<file path="config.mk">
export PLATFORM = sky130hd
export DESIGN_NAME = ex_stage_pipe
export DESIGN_NICKNAME = d
export VERILOG_FILES = /design/src/rtl/ex_pkg.sv /design/src/rtl/ex_mul_iter.sv /design/src/rtl/ex_stage_pipe.sv
export SDC_FILE = /design/constraint.sdc
export NUM_CORES = 1
export LEC_CHECK = 0
export ABC_AREA = 1
export CORE_ASPECT_RATIO = 0.5
export CORE_MARGIN = 4
export CORE_UTILIZATION = 30
export CTS_CLUSTER_DIAMETER = 200
export DETAILED_ROUTE_END_ITERATION = 12
export GPL_ROUTABILITY_DRIVEN = 0
export SYNTH_ARGS = -nofsm -noshare
export SYNTH_HDL_FRONTEND = slang
export SYNTH_SLANG_ARGS = --single-unit
export TNS_END_PERCENT = 10
</file>
<file path="constraint.sdc">
create_clock -name clk -period 7.8 [get_ports clk]
set_input_delay 1.56 -clock clk [delete_from_list [all_inputs] [get_ports clk]]
set_output_delay 1.56 -clock clk [all_outputs]
set_load 0.02 [all_outputs]
</file>
<file path="src/rtl/ex_pkg.sv">
// ex_pkg: shared definitions for the execute stage.
//   ALU_*      : alu_func operation codes (10-15 unused, produce 0)
//   ex_state_t : multiply FSM states
//   cnt_width  : bit width of a counter able to hold the value WIDTH
package ex_pkg;

  localparam logic [3:0] ALU_ADD  = 4'd0;
  localparam logic [3:0] ALU_SUB  = 4'd1;
  localparam logic [3:0] ALU_AND  = 4'd2;
  localparam logic [3:0] ALU_OR   = 4'd3;
  localparam logic [3:0] ALU_XOR  = 4'd4;
  localparam logic [3:0] ALU_SLL  = 4'd5;
  localparam logic [3:0] ALU_SRL  = 4'd6;
  localparam logic [3:0] ALU_SRA  = 4'd7;
  localparam logic [3:0] ALU_SLT  = 4'd8;
  localparam logic [3:0] ALU_SLTU = 4'd9;

  typedef enum logic {
    ST_IDLE,
    ST_MUL
  } ex_state_t;

  function automatic int unsigned cnt_width(input int unsigned width);
    return $clog2(width) + 1;
  endfunction

endpackage

</file>
<file path="src/rtl/ex_mul_iter.sv">
// ex_mul_iter: iterative shift-add multiplier, one partial product per cycle.
// Ports:
//   clk, rst      : clock, asynchronous active-high reset
//   start         : load operands, clear accumulator, counter = WIDTH
//   stall         : hold the final step while the result cannot be taken
//   multiplicand  : operand A
//   multiplier    : operand B
//   product       : low WIDTH bits of A*B, valid while done is high
//   done          : combinational pulse on the final (counter == 1) step
module ex_mul_iter
  import ex_pkg::*;
#(
  parameter int unsigned WIDTH = 32
) (
  input  logic             clk,
  input  logic             rst,
  input  logic             start,
  input  logic             stall,
  input  logic [WIDTH-1:0] multiplicand,
  input  logic [WIDTH-1:0] multiplier,
  output logic [WIDTH-1:0] product,
  output logic             done
);

  localparam int unsigned CW = cnt_width(WIDTH);

  logic [WIDTH-1:0] acc;
  logic [WIDTH-1:0] mcand;
  logic [WIDTH-1:0] mplier;
  logic [WIDTH-1:0] acc_next;
  logic [CW-1:0]    cnt;
  logic             last;

  // The final step's sum is presented directly as the product so the
  // result can be registered by the parent on the same edge.
  always_comb begin
    acc_next = acc + (mplier[0] ? mcand : '0);
    last     = (cnt == CW'(1));
    done     = last && !stall;
    product  = acc_next;
  end

  always_ff @(posedge clk or posedge rst) begin
    if (rst) begin
      acc    <= '0;
      mcand  <= '0;
      mplier <= '0;
      cnt    <= '0;
    end else if (start) begin
      acc    <= '0;
      mcand  <= multiplicand;
      mplier <= multiplier;
      cnt    <= CW'(WIDTH);
    end else if ((cnt != '0) && !(last && stall)) begin
      acc    <= acc_next;
      mcand  <= mcand << 1;
      mplier <= mplier >> 1;
      cnt    <= cnt - CW'(1);
    end
  end

endmodule

</file>
<file path="src/rtl/ex_stage_pipe.sv">
// ex_stage_pipe: registered, valid/ready handshaked execute stage.
// Build option: define EX_MUL_EN to include the iterative multiplier
// (mul_req selects it); without it mul_req is ignored and busy is 0.
// Ports:
//   clk, rst              : clock, asynchronous active-high reset
//   in_valid / in_ready   : upstream handshake
//   immediate, rs1, rs2   : operands (rs2 also store data)
//   pc                    : instruction address
//   alu_src               : 1 = immediate as operand B, 0 = rs2
//   alu_func              : ALU operation code
//   mul_req               : multiply rs1 * B (low WIDTH bits)
//   out_valid / out_ready : downstream handshake
//   data1                 : ALU / multiply result
//   data2                 : registered rs2
//   pc_out                : pc + (immediate << BR_SHIFT)
//   zero                  : data1 == 0
//   busy                  : multiply in progress
module ex_stage_pipe
  import ex_pkg::*;
#(
  parameter int unsigned WIDTH    = 32,
  parameter int unsigned BR_SHIFT = 1
) (
  input  logic             clk,
  input  logic             rst,
  input  logic             in_valid,
  output logic             in_ready,
  input  logic [WIDTH-1:0] immediate,
  input  logic [WIDTH-1:0] rs1,
  input  logic [WIDTH-1:0] rs2,
  input  logic [WIDTH-1:0] pc,
  input  logic             alu_src,
  input  logic [3:0]       alu_func,
  input  logic             mul_req,
  output logic             out_valid,
  input  logic             out_ready,
  output logic [WIDTH-1:0] data1,
  output logic [WIDTH-1:0] data2,
  output logic [WIDTH-1:0] pc_out,
  output logic             zero,
  output logic             busy
);

  localparam int unsigned SHW = $clog2(WIDTH);

  logic [WIDTH-1:0] op_b;
  logic [WIDTH-1:0] alu_res;
  logic [WIDTH-1:0] br_target;
  logic [SHW-1:0]   shamt;
  logic             accept;
  logic             use_mul;
  logic             mul_done;
  logic [WIDTH-1:0] mul_product;

  always_comb begin
    op_b      = alu_src ? immediate : rs2;
    shamt     = op_b[SHW-1:0];
    br_target = pc + (immediate << BR_SHIFT);
    alu_res   = '0;
    case (alu_func)
      ALU_ADD:  alu_res = rs1 + op_b;
      ALU_SUB:  alu_res = rs1 - op_b;
      ALU_AND:  alu_res = rs1 & op_b;
      ALU_OR:   alu_res = rs1 | op_b;
      ALU_XOR:  alu_res = rs1 ^ op_b;
      ALU_SLL:  alu_res = rs1 << shamt;
      ALU_SRL:  alu_res = rs1 >> shamt;
      ALU_SRA:  alu_res = $signed(rs1) >>> shamt;
      ALU_SLT:  alu_res = {{(WIDTH-1){1'b0}}, ($signed(rs1) < $signed(op_b))};
      ALU_SLTU: alu_res = {{(WIDTH-1){1'b0}}, (rs1 < op_b)};
      default:  alu_res = '0;
    endcase
  end

`ifdef EX_MUL_EN
  ex_state_t state;
  ex_state_t state_next;

  always_ff @(posedge clk or posedge rst) begin
    if (rst) state <= ST_IDLE;
    else     state <= state_next;
  end

  always_comb begin
    state_next = state;
    case (state)
      ST_IDLE: if (accept && mul_req) state_next = ST_MUL;
      ST_MUL:  if (mul_done)          state_next = ST_IDLE;
      default: state_next = ST_IDLE;
    endcase
  end

  always_comb begin
    busy     = (state == ST_MUL);
    in_ready = (state == ST_IDLE) && (!out_valid || out_ready);
    use_mul  = mul_req;
  end

  ex_mul_iter #(
    .WIDTH(WIDTH)
  ) u_mul (
    .clk          (clk),
    .rst          (rst),
    .start        (accept && mul_req),
    .stall        (out_valid && !out_ready),
    .multiplicand (rs1),
    .multiplier   (op_b),
    .product      (mul_product),
    .done         (mul_done)
  );
`else
  logic unused_mul_req;

  always_comb begin
    busy           = 1'b0;
    in_ready       = !out_valid || out_ready;
    use_mul        = 1'b0;
    mul_done       = 1'b0;
    mul_product    = '0;
    unused_mul_req = mul_req;
  end
`endif

  always_comb accept = in_valid && in_ready;

  // Accept is only possible when the slot is empty or being drained, so
  // data2/pc_out can be loaded at accept for both ALU and multiply ops;
  // a multiply leaves out_valid low until its final step.
  always_ff @(posedge clk or posedge rst) begin
    if (rst) begin
      out_valid <= 1'b0;
      data1     <= '0;
      data2     <= '0;
      pc_out    <= '0;
      zero      <= 1'b0;
    end else if (accept) begin
      data2  <= rs2;
      pc_out <= br_target;
      if (use_mul) begin
        out_valid <= 1'b0;
      end else begin
        out_valid <= 1'b1;
        data1     <= alu_res;
        zero      <= (alu_res == '0);
      end
    end else if (mul_done) begin
      out_valid <= 1'b1;
      data1     <= mul_product;
      zero      <= (mul_product == '0);
    end else if (out_ready) begin
      out_valid <= 1'b0;
    end
  end

endmodule
</file>
==> impl_metrics.yaml <==
outcome:
  status: "finished, final reports clean"
finish:
  drive_above_1_share: 0.0343
  n_antenna_cell: 0
  final_cell_count_no_fill: 3578
  final_cell_mix: "nand2_1 (837), nand3_1 (502), inv_1 (282)"
  nets: 3152
  mostFrequentLayoutCell: "nand2_1"
  area.growth.synth_to_final_pct: 20.2
drt:
  drc_errors: 0
  viasPerCell: 5.48
  vias: 19613
  antenna_left: 0
  drtIter0Drc: 2847
  avgRoutedWirePerCell_um: 20.6
  drt_pass1_iterations: 8
  wirelength_um: 73700
timing:
  fin_ws_ns: 1.89
  fmax_mhz: 169
  hold_viol: 0
  max-slew-margin-rel: 0.101
  drv_slew: 0
  fin_crit_sh: 0.757
  min_period_ns: 5.91
  grt_setup_unrepaired: "no"
  fin_skew_ns: 0.0286
  worst_pin_slew_ns: 1.33
  setup_viol: 0
  final.setup.tns_ns: 0
power:
  power_density_nw_per_um2: 145
  swShare: 0.493
  pwr-share-clk: 0.171
  cellLeakagePower_nw: 9.18
  seqPwrFrac: 0.241
  p_sw_w: 0.00132
  p_comb_frac: 0.588
  intPower_w: 0.00136
  vdd_drop_max_mv: 0.0853
  p_total_w: 0.00268
yosys:
  synth_top_area_share: 0.205
  synth.area.top_cells: "nand2_1 (20%), nand3_1 (16%), dfrtp_1 (16%), ha_1 (10%), inv_1 (6.9%)"
  synthesis.area_sq_um: 15300
  ys_seq_area_frac: 0.160
  synth_area_leader_cell: "nand2_1"
  synth_cell_types: 51
  synth_seq_cells: 98
  syn_avg_cell_area_sq_um: 5.61
  synth_top_flop_cell: "dfrtp_1"
  yosysWarnings: 0
  netlist_instances: 2735
  synth_nets: 3004
  synthArstFlopShare: 1.00
  synth_edf_count: 0
placement:
  dp_slack_ns: 1.66
  portBuffers: 235
  dpl.cell_count: 3562
  hpwl_um: 59800
clock_tree:
  tritoncts: "built"
  htree_levels: 3
  post_cts_buffers: 0
  cts-root-buf: "clkbuf_16"
  clockBufferDepth: 2
  cts.clk_slew.worst_paths_ns: 0.07
  cts_hold_buf: 0
  cts_num_sinks: 98
  cts_buffers: 9
  cts_resized: 0
  clk_latency_ns: 0.37
floorplanning:
  fp.dieH_um: 168
  initial_core_util: 0.304
  core_area_sq_um: 50400
  fp.dieArea_sq_um: 55100
  rows: 58
  boundaryPins: 238
  die_w_um: 328
critical_path:
  critPathMostFrequentCell: "nand2_1"
  critPathLaunchType: "input port"
  cp.arrival_ns: 6.19
  cp.required_ns: 8.09
  critPathCaptureType: "register"
  crit_slowest_cell: "inv_1"
  worstSetupPathType: "in -> reg"
  crit_path_max_fanout: 36
  cpPeakStageDelay_ns: 0.64
grt:
  grt_pass1_vias: 17414
  grt_overflow: 0
  gr-usage-all-layers: 0.255
  antenna_found_initial: 0
  grt_max_degree: 72
  grt_pass1_wl_um: 109000
min_path:
  hp-class: "reg -> reg"
run:
  cap_violations: 0
cell families (layout without fill, tap and decap cells):
| kind of cell | Yosys count | after routing | share of synthesized area |
|---|---|---|---|
| flops | 98 | 98 | 0.160 |
| other cells | 1 | 1 | 0.000244 |
| fa+ha+maj | 131 | 131 | 0.108 |
| simple gates | 1696 | 1696 | 0.472 |
| xor+xnor | 9 | 9 | 0.00514 |
| buf+inv | 405 | 558 | 0.110 |
| compound gates | 395 | 395 | 0.145 |
per-layer routing:
| layer | vias up | wire length, um | track usage |
|---|---|---|---|
| met5 | - | 0 | 0 |
| met2 | 1173 | 30600 | 0.390 |
| met1 | 8960 | 31500 | 0.352 |
| li1 | 9307 | - | - |
| met3 | 173 | 7610 | 0.0446 |
| met4 | 0 | 3950 | 0.114 |
state kept, by name, summed over array words and instances (netlist names):
register	flops
pc_out	32
data1	32
data2	32
out_valid	1
zero	1
cell usage after synthesis (all sizes together) (2+ instances only):
| cell | n |
|---|---|
| nand2 | 844 |
| nand3 | 502 |
| inv | 286 |
| nor2 | 253 |
| a21oi | 149 |
| o21ai | 147 |
| ha | 128 |
| dfrtp | 98 |
| buf | 75 |
| clkbuf | 42 |
| or2 | 42 |
| a31oi | 26 |
| nor3 | 24 |
| nand4 | 19 |
| o21bai | 16 |
| o22ai | 14 |
| o221ai | 12 |
| xor2 | 8 |
| a221oi | 7 |
| nand3b | 5 |
| o211ai | 5 |
| o21a | 5 |
| o31ai | 4 |
| a21o | 3 |
| and3 | 3 |
| fa | 3 |
| a21boi | 2 |
| clkinv | 2 |
| nor4 | 2 |
stage by stage:
step	cell area [sq um]	util	hold slack [ns]
finish	18400	0.366	0.482
global route	18400	0.366	0.499
CTS	18400	0.366	0.486
detailed placement	18100	0.360	0.464
global placement	18100	0.360	0.461
floorplan	15300	-	0.591
worst paths after layout:
check / cells past startpoint / from / endpoint / slack [ns]
worst max register to register: 6 / out_valid / pc_out[4] / 5.25
worst min register to register: 2 / data2[26] / data2[26] / 0.48
worst min-delay path: 2 / data2[26] / data2[26] / 0.48
max in group asynchronous: 3 / rst / pc_out[2] / 4.95
worst max-delay path: 26 / alu_src / zero / 1.89
min in group asynchronous: 2 / rst / pc_out[10] / 1.55
layout make-up:
class,instances,area [sq um]
Fill cell,5621,32000
Sequential cell,98,2450
Tap cell,690,863
Timing Repair Buffer,254,2490
Multi-Input combinational cell,2232,11300
Inverter,288,1080
Clock inverter,7,72.6
Clock buffer,9,225
power groups by stage:
| stage | Sequential [W] | Combinational, W | Clock [W] |
|---|---|---|---|
| 5_1_grt | 0.000658 | 0.00170 | 0.000490 |
| 4_1_cts | 0.000647 | 0.00154 | 0.000470 |
| 6_report | 0.000647 | 0.00157 | 0.000458 |
| 3_5_place_dp | 0.000656 | 0.00153 | 0 |
| 3_3_place_gp | 0.000654 | 0.00153 | 0 |
| 2_1_floorplan | 0.000760 | 0.000820 | 0 |
critical path, delay by kind of cell:
| family | cells | cell delay, ns |
|---|---|---|
| AOI/OAI and AO/OA | 1 | 0.25 |
| adders and majority gates | 2 | 0.79 |
| buffers and inverters | 4 | 0.99 |
| and+or+nand+nor | 19 | 2.58 |
Power figures use the tool's default switching activity.
==> patch (same flow settings) <==
The option `EX_MUL_EN` is turned on by a define.
--- a/src/rtl/ex_stage_pipe.sv
+++ b/src/rtl/ex_stage_pipe.sv
@@ -17,2 +17,4 @@
 //   busy                  : multiply in progress
+`define EX_MUL_EN
+
 module ex_stage_pipe
Check against the original RTL: not equivalent (a bounded check fails within 4 cycles, from zero or initial values and one cycle with rst high).
==> patch against the unedited design <==
- area after synthesis increased by 47%
- combinational power increased by 150%
- setup slack better by 0.25 ns
- cell area rose by 44%
- sequential cell count up 103
- routed wire length up 40%
- clock power up 130%
- power rose to 2.5 times the old value
==> patch: results (changes against the unedited design) <==
----------------------------------------------------
[Outcome]
  Result of the run ... completed

[Logic synthesis]
  Post-synthesis net count ... 4093 (+36%)
  Synth top area cells ... sky130_fd_sc_hd__dfrtp_1 22%, sky130_fd_sc_hd__nand2_1 21%, sky130_fd_sc_hd__nand3_1 12%
  Complex-gate fraction of the synthesized area ... 14.1% (-0.31 points)
  Avg Synthesized Cell Area ... 5.96 um^2 (+6.2%)
  Sequential cell area fraction in the yosys report ... 22.3% (+6.3 points)
  Commonest cells post-synth ... 1239 x sky130_fd_sc_hd__nand2_1, 550 x sky130_fd_sc_hd__nand3_1, 415 x sky130_fd_sc_hd__inv_1
  Yosys cell types ... 48 (-5.9%)

[Worst setup path]
  Source of the worst register-to-register timing path ... u_mul.mplier[0]$_DFFE_PP0P_
  Launching instance or port of the critical path ... rs2[5]
  Delay of the slowest cell on the worst path ... 0.87 ns (+0.23 ns)
  Arrival time of the worst setup path ... 6.15 ns (-0.04 ns)
  Crit-path max FO ... 9 (-75%)
  Terminus of the critical flop-to-flop path ... zero$_DFFE_PP0P_
  Worst reg2reg setup slack ... 4.14 ns (-1.11 ns)
  Slowest cell on the critical path ... sky130_fd_sc_hd__o21ai_0

[Global route]
  Via count of the first global-routing pass ... 25000 (+44%)
  Overall fraction of global-route tracks in use ... 24.3% (-1.2 points)
  Antenna violations before repair ... 2 (+2)
  Met1 usage in global routing ... 33.2% (-2.0 points)
  Maximum number of pins on one net before global-route repair ... 164 (+130%)

[Detailed routing]
  Drt initial violations ... 4047 (+42%)
  Highest Signal Layer ... met5
  Routed length on met3 ... 12600 um (+65%)
  WL met1 ... 42300 um (+35%)

[Power]
  Leakage dissipation ... 13.4 nW (+46%)

[Clocking]
  Number of buffers created by CTS ... 23 (+14)
  Deepest clock path buffer count ... 3 (+1)

[Finish]
  Share of final-layout standard cells stronger than drive strength 1 ... 3.78% (+0.35 points)
  NumNets Final ... 4232 (+34%)
  Number of standard cells in the final layout excluding fillers ... 4953 (+38%)

[Placement]
  Pre-CTS setup slack ... 1.85 ns (+0.191 ns)
  Cell area reported after detailed placement ... 0.0258 mm^2 (+42%)
  Total of buffers placed on input and output ports ... 237 (+0.85%)

[Hold path]
  Hold_sp ... data2[17]$_DFFE_PP0P_

[STA]
  Final critical delay including setup and external delays ... 5.66 ns (-0.252 ns)
  Headroom to the max-slew limit ... 21.4% (+11 points)

----------------------------------------------------
[patch: cell count changes after synthesis, sizes merged, moves of 20 or more]
| cell | change |
|---|---|
| o211ai | +36 |
| a31oi | -20 |
| ha | +35 |
| a21oi | +34 |
| nand3 | +53 |
| dfrtp | +103 |
| nand2 | +406 |
| clkbuf | +43 |
| o21ai | +60 |
| o221ai | +20 |
| nor2 | +61 |
| inv | +133 |
[patch: critical path: cells and delay by family]
kind                       cells  cell delay, ns
AOI/OAI and AO/OA              2            1.07
and+or+nand+nor               17            2.63
buffers and inverters          1            0.47
adders and majority gates      1            0.41
[patch: layout make-up]
type / instances / area [um^2]
fillers: 8139 / 47200
repair buffers: 273 / 2650
flip-flops and latches: 201 / 5030
multi-input cells: 3004 / 15300
diodes: 1 / 2.50
well taps: 1008 / 1260
clock buffers: 29 / 608
inverters: 424 / 1600
clock inverters: 13 / 101
[patch: report_power, final]
part           total (mW)  internal, mW  switching, mW
clock                1.07         0.564          0.507
sequential           1.84          1.52          0.317
combinational        3.92          1.40           2.52
total                6.82          3.48           3.34
[patch: worst min-delay path by stage]
stage | to | slack [ns] | cells after the start
6_report | data2[17]$_DFFE_PP0P_ | 0.48 | 2
5_1_grt | pc_out[23]$_DFFE_PP0P_ | 0.50 | 2
3_5_place_dp | data2[6]$_DFFE_PP0P_ | 0.46 | 2
4_1_cts | data2[17]$_DFFE_PP0P_ | 0.48 | 2
2_1_floorplan | u_mul.acc[28]$_DFFE_PP0P_ | 0.46 | 2
3_3_place_gp | pc_out[0]$_DFFE_PP0P_ | 0.46 | 2
[patch: logic make-up after synthesis]
family                   count (synthesis)
AND/OR/NAND/NOR                       2249
buffers and inverters                  583
AO/OA/AOI/OAI                          547
flip-flops                             201
adder cells (fa/ha/maj)                167
XOR/XNOR                                41
